**config.mk**
```make
export PLATFORM = sky130hd
export DESIGN_NAME = vending_core
export DESIGN_NICKNAME = d
export VERILOG_FILES = /design/src/rtl/vending_core.sv
export SDC_FILE = /design/constraint.sdc
export NUM_CORES = 1
export LEC_CHECK = 0
export CAP_MARGIN = 20
export CORE_ASPECT_RATIO = 0.75
export CORE_MARGIN = 10
export CORE_UTILIZATION = 40
export CTS_CLUSTER_SIZE = 12
export DETAILED_ROUTE_END_ITERATION = 6
export MAX_ROUTING_LAYER = met4
export SYNTH_ARGS = -nofsm -noshare
export SYNTH_HDL_FRONTEND = slang
export SYNTH_SLANG_ARGS = --single-unit
```
**constraint.sdc**
```tcl
create_clock -name clk -period 5.9 [get_ports clk]
set_input_delay 0.885 -clock clk [delete_from_list [all_inputs] [get_ports clk]]
set_output_delay 0.885 -clock clk [all_outputs]
set_load 0.1 [all_outputs]
```
**src/rtl/vending_core.sv**
```systemverilog
// Vending controller: edge-detected coins/buttons, saturating credit, per-item stock, coin-by-coin change payout.
// Inputs take effect at the sampling edge; change coins are held stable until change_ready accepts them.
module vending_core #(
    parameter int NUM_ITEMS  = 4,
    parameter int CREDIT_W   = 10,
    parameter int CREDIT_MAX = 999,
    parameter int STOCK_W    = 4,
    parameter int STOCK_INIT = 5
) (
    input  logic                          clk,
    input  logic                          rst_n,
    input  logic                          coin_half,
    input  logic                          coin_one,
    input  logic                          coin_five,
    input  logic [NUM_ITEMS-1:0]          buy,
    input  logic                          refund,
    input  logic                          restock,
    input  logic [NUM_ITEMS*CREDIT_W-1:0] price_list,
    input  logic                          change_ready,
    output logic [CREDIT_W-1:0]           credit,
    output logic                          vend_valid,
    output logic [2:0]                    vend_item,
    output logic                          err_nocredit,
    output logic                          err_soldout,
    output logic                          coin_reject,
    output logic                          change_valid,
    output logic [1:0]                    change_coin,
    output logic                          refund_done,
    output logic [NUM_ITEMS-1:0]          stock_empty,
    output logic                          busy
);

    localparam int SUM_W = CREDIT_W + 2;

    typedef enum logic {IDLE, CHANGE} state_t;

    state_t                 state, state_nxt;
    logic                   prev_half, prev_one, prev_five, prev_refund, prev_restock;
    logic [NUM_ITEMS-1:0]   prev_buy;
    logic                   half_ev, one_ev, five_ev, refund_ev, restock_ev, coin_any, buy_any;
    logic [NUM_ITEMS-1:0]   buy_ev;
    logic [STOCK_W-1:0]     stock [NUM_ITEMS];

    logic [6:0]             coin_sum;
    logic [CREDIT_W-1:0]    credit_plus;
    logic [2:0]             sel_idx;
    logic [NUM_ITEMS-1:0]   sel_mask;
    logic [CREDIT_W-1:0]    sel_price;
    logic                   sel_empty;
    logic [1:0]             coin_sel;
    logic [CREDIT_W-1:0]    coin_val;

    logic [CREDIT_W-1:0]    credit_nxt;
    logic [2:0]             item_nxt;
    logic                   vend_nxt, nocredit_nxt, soldout_nxt, reject_nxt, done_nxt;
    logic                   do_vend, do_restock;

    function automatic logic [CREDIT_W-1:0] sat(input logic [SUM_W-1:0] v);
        return (v > SUM_W'(CREDIT_MAX)) ? CREDIT_W'(CREDIT_MAX) : v[CREDIT_W-1:0];
    endfunction

    assign half_ev    = coin_half & ~prev_half;
    assign one_ev     = coin_one  & ~prev_one;
    assign five_ev    = coin_five & ~prev_five;
    assign refund_ev  = refund    & ~prev_refund;
    assign restock_ev = restock   & ~prev_restock;
    assign buy_ev     = buy       & ~prev_buy;
    assign coin_any   = half_ev | one_ev | five_ev;
    assign buy_any    = |buy_ev;

    assign coin_sum    = (half_ev ? 7'd5 : 7'd0) + (one_ev ? 7'd10 : 7'd0) + (five_ev ? 7'd50 : 7'd0);
    assign credit_plus = sat(SUM_W'(credit) + SUM_W'(coin_sum));

    // Scan downward so the lowest-index pressed button is the one left selected.
    always_comb begin
        sel_idx   = '0;
        sel_mask  = '0;
        sel_price = '0;
        sel_empty = 1'b0;
        for (int i = NUM_ITEMS - 1; i >= 0; i--) begin
            if (buy_ev[i]) begin
                sel_idx     = 3'(i);
                sel_mask    = '0;
                sel_mask[i] = 1'b1;
                sel_price   = price_list[i*CREDIT_W +: CREDIT_W];
                sel_empty   = (stock[i] == '0);
            end
        end
    end

    always_comb begin
        for (int i = 0; i < NUM_ITEMS; i++) begin
            stock_empty[i] = (stock[i] == '0);
        end
    end

    assign busy         = (state == CHANGE);
    assign change_valid = busy && (credit >= CREDIT_W'(5));
    assign change_coin  = change_valid ? coin_sel : 2'b00;

    always_comb begin
        coin_sel = 2'b01;
        coin_val = CREDIT_W'(5);
        if (credit >= CREDIT_W'(50)) begin
            coin_sel = 2'b11;
            coin_val = CREDIT_W'(50);
        end else if (credit >= CREDIT_W'(10)) begin
            coin_sel = 2'b10;
            coin_val = CREDIT_W'(10);
        end
    end

    always_comb begin
        state_nxt    = state;
        credit_nxt   = credit;
        item_nxt     = vend_item;
        vend_nxt     = 1'b0;
        nocredit_nxt = 1'b0;
        soldout_nxt  = 1'b0;
        reject_nxt   = 1'b0;
        done_nxt     = 1'b0;
        do_vend      = 1'b0;
        do_restock   = 1'b0;
        case (state)
            IDLE: begin
                do_restock = restock_ev;
                credit_nxt = credit_plus;
                if (refund_ev) begin
                    state_nxt = CHANGE;
                end else if (buy_any) begin
                    if (sel_empty) begin
                        soldout_nxt = 1'b1;
                    end else if (credit < sel_price) begin
                        nocredit_nxt = 1'b1;
                    end else begin
                        do_vend    = 1'b1;
                        vend_nxt   = 1'b1;
                        item_nxt   = sel_idx;
                        credit_nxt = sat(SUM_W'(credit) - SUM_W'(sel_price) + SUM_W'(coin_sum));
                    end
                end
            end
            CHANGE: begin
                reject_nxt = coin_any;
                if (!change_valid) begin
                    credit_nxt = '0;
                    done_nxt   = 1'b1;
                    state_nxt  = IDLE;
                end else if (change_ready) begin
                    credit_nxt = credit - coin_val;
                end
            end
            default: state_nxt = IDLE;
        endcase
    end

    always_ff @(posedge clk) begin
        if (!rst_n) begin
            state <= IDLE;
        end else begin
            state <= state_nxt;
        end
    end

    // Edge-detect history resets high so buttons held through reset stay silent.
    always_ff @(posedge clk) begin
        if (!rst_n) begin
            credit       <= '0;
            vend_valid   <= 1'b0;
            vend_item    <= '0;
            err_nocredit <= 1'b0;
            err_soldout  <= 1'b0;
            coin_reject  <= 1'b0;
            refund_done  <= 1'b0;
            prev_half    <= 1'b1;
            prev_one     <= 1'b1;
            prev_five    <= 1'b1;
            prev_refund  <= 1'b1;
            prev_restock <= 1'b1;
            prev_buy     <= '1;
            for (int i = 0; i < NUM_ITEMS; i++) begin
                stock[i] <= STOCK_W'(STOCK_INIT);
            end
        end else begin
            credit       <= credit_nxt;
            vend_valid   <= vend_nxt;
            vend_item    <= item_nxt;
            err_nocredit <= nocredit_nxt;
            err_soldout  <= soldout_nxt;
            coin_reject  <= reject_nxt;
            refund_done  <= done_nxt;
            prev_half    <= coin_half;
            prev_one     <= coin_one;
            prev_five    <= coin_five;
            prev_refund  <= refund;
            prev_restock <= restock;
            prev_buy     <= buy;
            for (int i = 0; i < NUM_ITEMS; i++) begin
                if (do_restock) begin
                    stock[i] <= STOCK_W'(STOCK_INIT);
                end else if (do_vend && sel_mask[i]) begin
                    stock[i] <= stock[i] - 1'b1;
                end
            end
        end
    end

endmodule

```
==> impl_results.md <==
* Clock skew at 0.00620 ns
* Netlist Area Pre-Place at 3750 um2
* Power Dens Cells at 632 nW/um2
* Core ar. at 9080 um2
* Number of synthesized flops with an enable pin at 16
* Total power at 3.04 mW
* Post-synth ARST share at 0%
* Largest net degree at the start of global routing at 21
* Distinct cells, synth at 54
* Drt initial violations at 285
* Pre-CTS setup slack at 0.465 ns
* Worst-path clk slew at 0.07 ns
* Clock sink count at 43
* GRT Util Overall at 16.3%
* WHS Path Cells at 1
* Fill count at 915
* Num rows at 30
* Antenna fix cells at 0
* Worst slew pin tran at 0.995 ns
* Post-CTS Resized at 0
* Fmax at 0.193 GHz
* Setup Fix Bufs, Post-CTS at 0
* MaxCap Viol Count at 0
* Final ANT Viol Nets at 0
* Seq/Total Area, Yosys at 27.3%
* CTS tree: built
* Most instantiated cells after synthesis: nor2_1, ha_1, nand2_1
* Hold_sp: vend_item[0]$_SDFFE_PN0P_
* R2R depth at 17
* Vias in the first global route at 3449
* Root Driver: clkbuf_16
* Yosys Warn Count at 0
* Grt ovf at 0
* Layout cells sized above 1 at 4.41%
* RSZ-0062 raised after global routing: false
* Reg-to-Reg End: credit[3]$_SDFFE_PN0P_
* CP required at 6.08 ns
* CP Capture Type: register
* TritonRoute pass-1 iters at 4
* HPWL Detailed at 9340 um
* Sequential share of power at 15.6%
* Detailed Route WL at 11300 um
* Outcome: complete, no violations
* Initial antenna violation count at 0
* Hold-fix buffers, CTS at 0
* Yosys top cell area share at 14.4%
* Ports at 78
* Setup total negative slack at 0 ns
* Layout area overhead at 28.3%
* Max VDD drop at 508 uV
* Worst Hold Class: reg -> reg
* Global-route wire length before repair at 18300 um
* Setup crit start kind: input pin
* Worst-path maximum fanout at 10
* Placer Congestion at 0.909
* Final setup violation count at 0
* Clock buffer depth at 2
* Pins Over Slew Limit at 0
* Port bufs at 76
* Final Hold Fails at 0
* Relative slew slack at 33.4%
* Via density at 5.51
* Critical setup path kind: in -> reg
* Ys flop type: dfxtp_1
* Number of H-tree levels at 2
* Post-Syn Nets at 536
* WHS Endpoint: vend_item[0]$_SDFFE_PN0P_
* Pint at 1.39 mW
* Sw frac at 54.2%
* Switch Pwr at 1.65 mW
* Arrival time of the worst setup path at 5.36 ns
* Register bit total from synthesis at 43
* Initial Utilization at 41.2%
* Dominant cells by area after synthesis: dfxtp_1, edfxtp_1, ha_1, xnor2_1, nor2_1
* R2R Path Start: prev_buy[1]$_SDFF_PN1_
* Synthesized area per cell at 8.44 um2
* Clock share of power at 9.4%
* Logic pwr share at 75.0%
* Post-synth top area cell: dfxtp_1
* Min cycle time layout at 5.18 ns
* Mapped Cells at 444
* Die W at 132 um
* Layout Nets at 612
* Die area at 13700 um2
* Drt wl/cell at 17.4 um
* Drc violations at 0
* Via count at 3579
* Top-count cell post-synth: nor2_1
* Period utilization at 87.8%
* Final WS setup at 0.722 ns
* LEAKAGE at 1.95 nW
* Setup slack, reg-to-reg at 1.52 ns
* Chip Height at 104 um
* Clk_lat worst skew at 0.29 ns
* CTS buffer count at 5
==> per-stage QoR <==
stage | hold WS [ns] | util [%] | cells | area (um2)
6_report | 0.541 | 52.9 | 649 | 4810
3_3_place_gp | 0.529 | 51.3 | 641 | 4660
2_1_floorplan | 0.544 | - | 444 | 3750
5_1_grt | 0.547 | 52.9 | 649 | 4810
3_5_place_dp | 0.523 | 51.3 | 641 | 4660
4_1_cts | 0.542 | 52.9 | 649 | 4810
==> power by group through the flow <==
stage / Sequential, mW / Combinational, mW / Clock [mW]
finish: 0.475 / 2.28 / 0.284
global route: 0.484 / 2.48 / 0.298
CTS: 0.475 / 2.27 / 0.289
detailed placement: 0.481 / 2.26 / 0
global placement: 0.481 / 2.24 / 0
floorplan: 0.734 / 1.48 / 0
==> worst max path at each step <==
stage           start                      to  cells past startpoint
2_1_floorplan  buy[0]  credit[7]$_SDFFE_PN0P_                     15
3_3_place_gp   buy[1]  credit[7]$_SDFFE_PN0P_                     15
3_5_place_dp   buy[1]  credit[7]$_SDFFE_PN0P_                     15
4_1_cts        buy[1]  credit[7]$_SDFFE_PN0P_                     18
5_1_grt        buy[1]  credit[8]$_SDFFE_PN0P_                     18
6_report       buy[1]  credit[3]$_SDFFE_PN0P_                     18
==> layout make-up <==
cell class | count | area [um2] | share of cell area (%)
Multi-Input combinational cell | 365 | 2580 | 53.8
Sequential cell | 43 | 1020 | 21.2
Timing Repair Buffer | 82 | 806 | 16.8
Tap cell | 128 | 160 | 3.33
Clock buffer | 5 | 125 | 2.60
Inverter | 23 | 86.3 | 1.80
Clock inverter | 3 | 23.8 | 0.495
==> flip-flops by register name (all words and copies together) (netlist names) <==
signal        flops
prev_restock      1
stock            16
prev_refund       1
busy              1
err_nocredit      1
refund_done       1
vend_item         2
prev_half         1
coin_reject       1
credit           10
err_soldout       1
prev_five         1
prev_one          1
vend_valid        1
prev_buy          4
==> logic make-up (layout without fill, tap and decap cells) <==
kind of cell               Yosys count  after routing  synth area share [%]
buffers and inverters               36            113                  3.74
other                                1              1                 0.100
adders and majority gates           40             40                  14.2
xor gates and xnor gates            36             36                  8.62
AOI/OAI and AO/OA                  132            132                  25.1
DFF                                 43             43                  27.3
muxes                                4              4                  1.07
and+or+nand+nor                    152            152                  20.0
==> layer usage <==
metal,track usage [%],vias to the layer above,share of wire [%]
met5,-,-,0
met4,3.17,0,0.73
met3,2.46,5,6.8
met2,22.5,116,41
met1,24.4,1681,52
li1,-,1777,-
==> critical path, cell delays in order <==
cell,delay (ns)
clkdlybuf4s50_1,0.46
nor2b_1,0.41
buf_4,0.26
nor2_1,0.08
a21oi_1,0.18
ha_1,0.19
inv_1,0.05
fa_1,0.41
a211oi_1,0.41
o21ai_0,0.16
xor2_1,0.16
ha_1,0.34
a21o_1,0.20
a31oi_1,0.32
and3_1,0.22
o2111a_1,0.29
nor2_1,0.10
a31o_1,0.22
==> layout by cell type, fill, tap and decap left out, types with 3 or more instances in the layout <==
master and instances:
nand2b_1 22, nand3_1 10, xnor2_1 24, o211ai_1 4, and3_1 3, clkdlybuf4s50_1 76
a21boi_0 4, o21bai_1 5, a22oi_1 11, a221oi_1 9, edfxtp_1 16, inv_1 23
nor3b_1 6, a211oi_1 3, fa_1 4, a21o_1 10, xor2_1 11, o21ai_0 24
buf_4 6, a31oi_1 6, nor2b_1 9, o21a_1 7, clkbuf_16 5, a211o_1 5
nor2_1 42, o22ai_1 5, mux2i_1 4, ha_1 36, nand2_1 34, and2_1 5
dfxtp_1 27, nor3_1 12, a21oi_1 22
(Power assumes the default switching activity.)
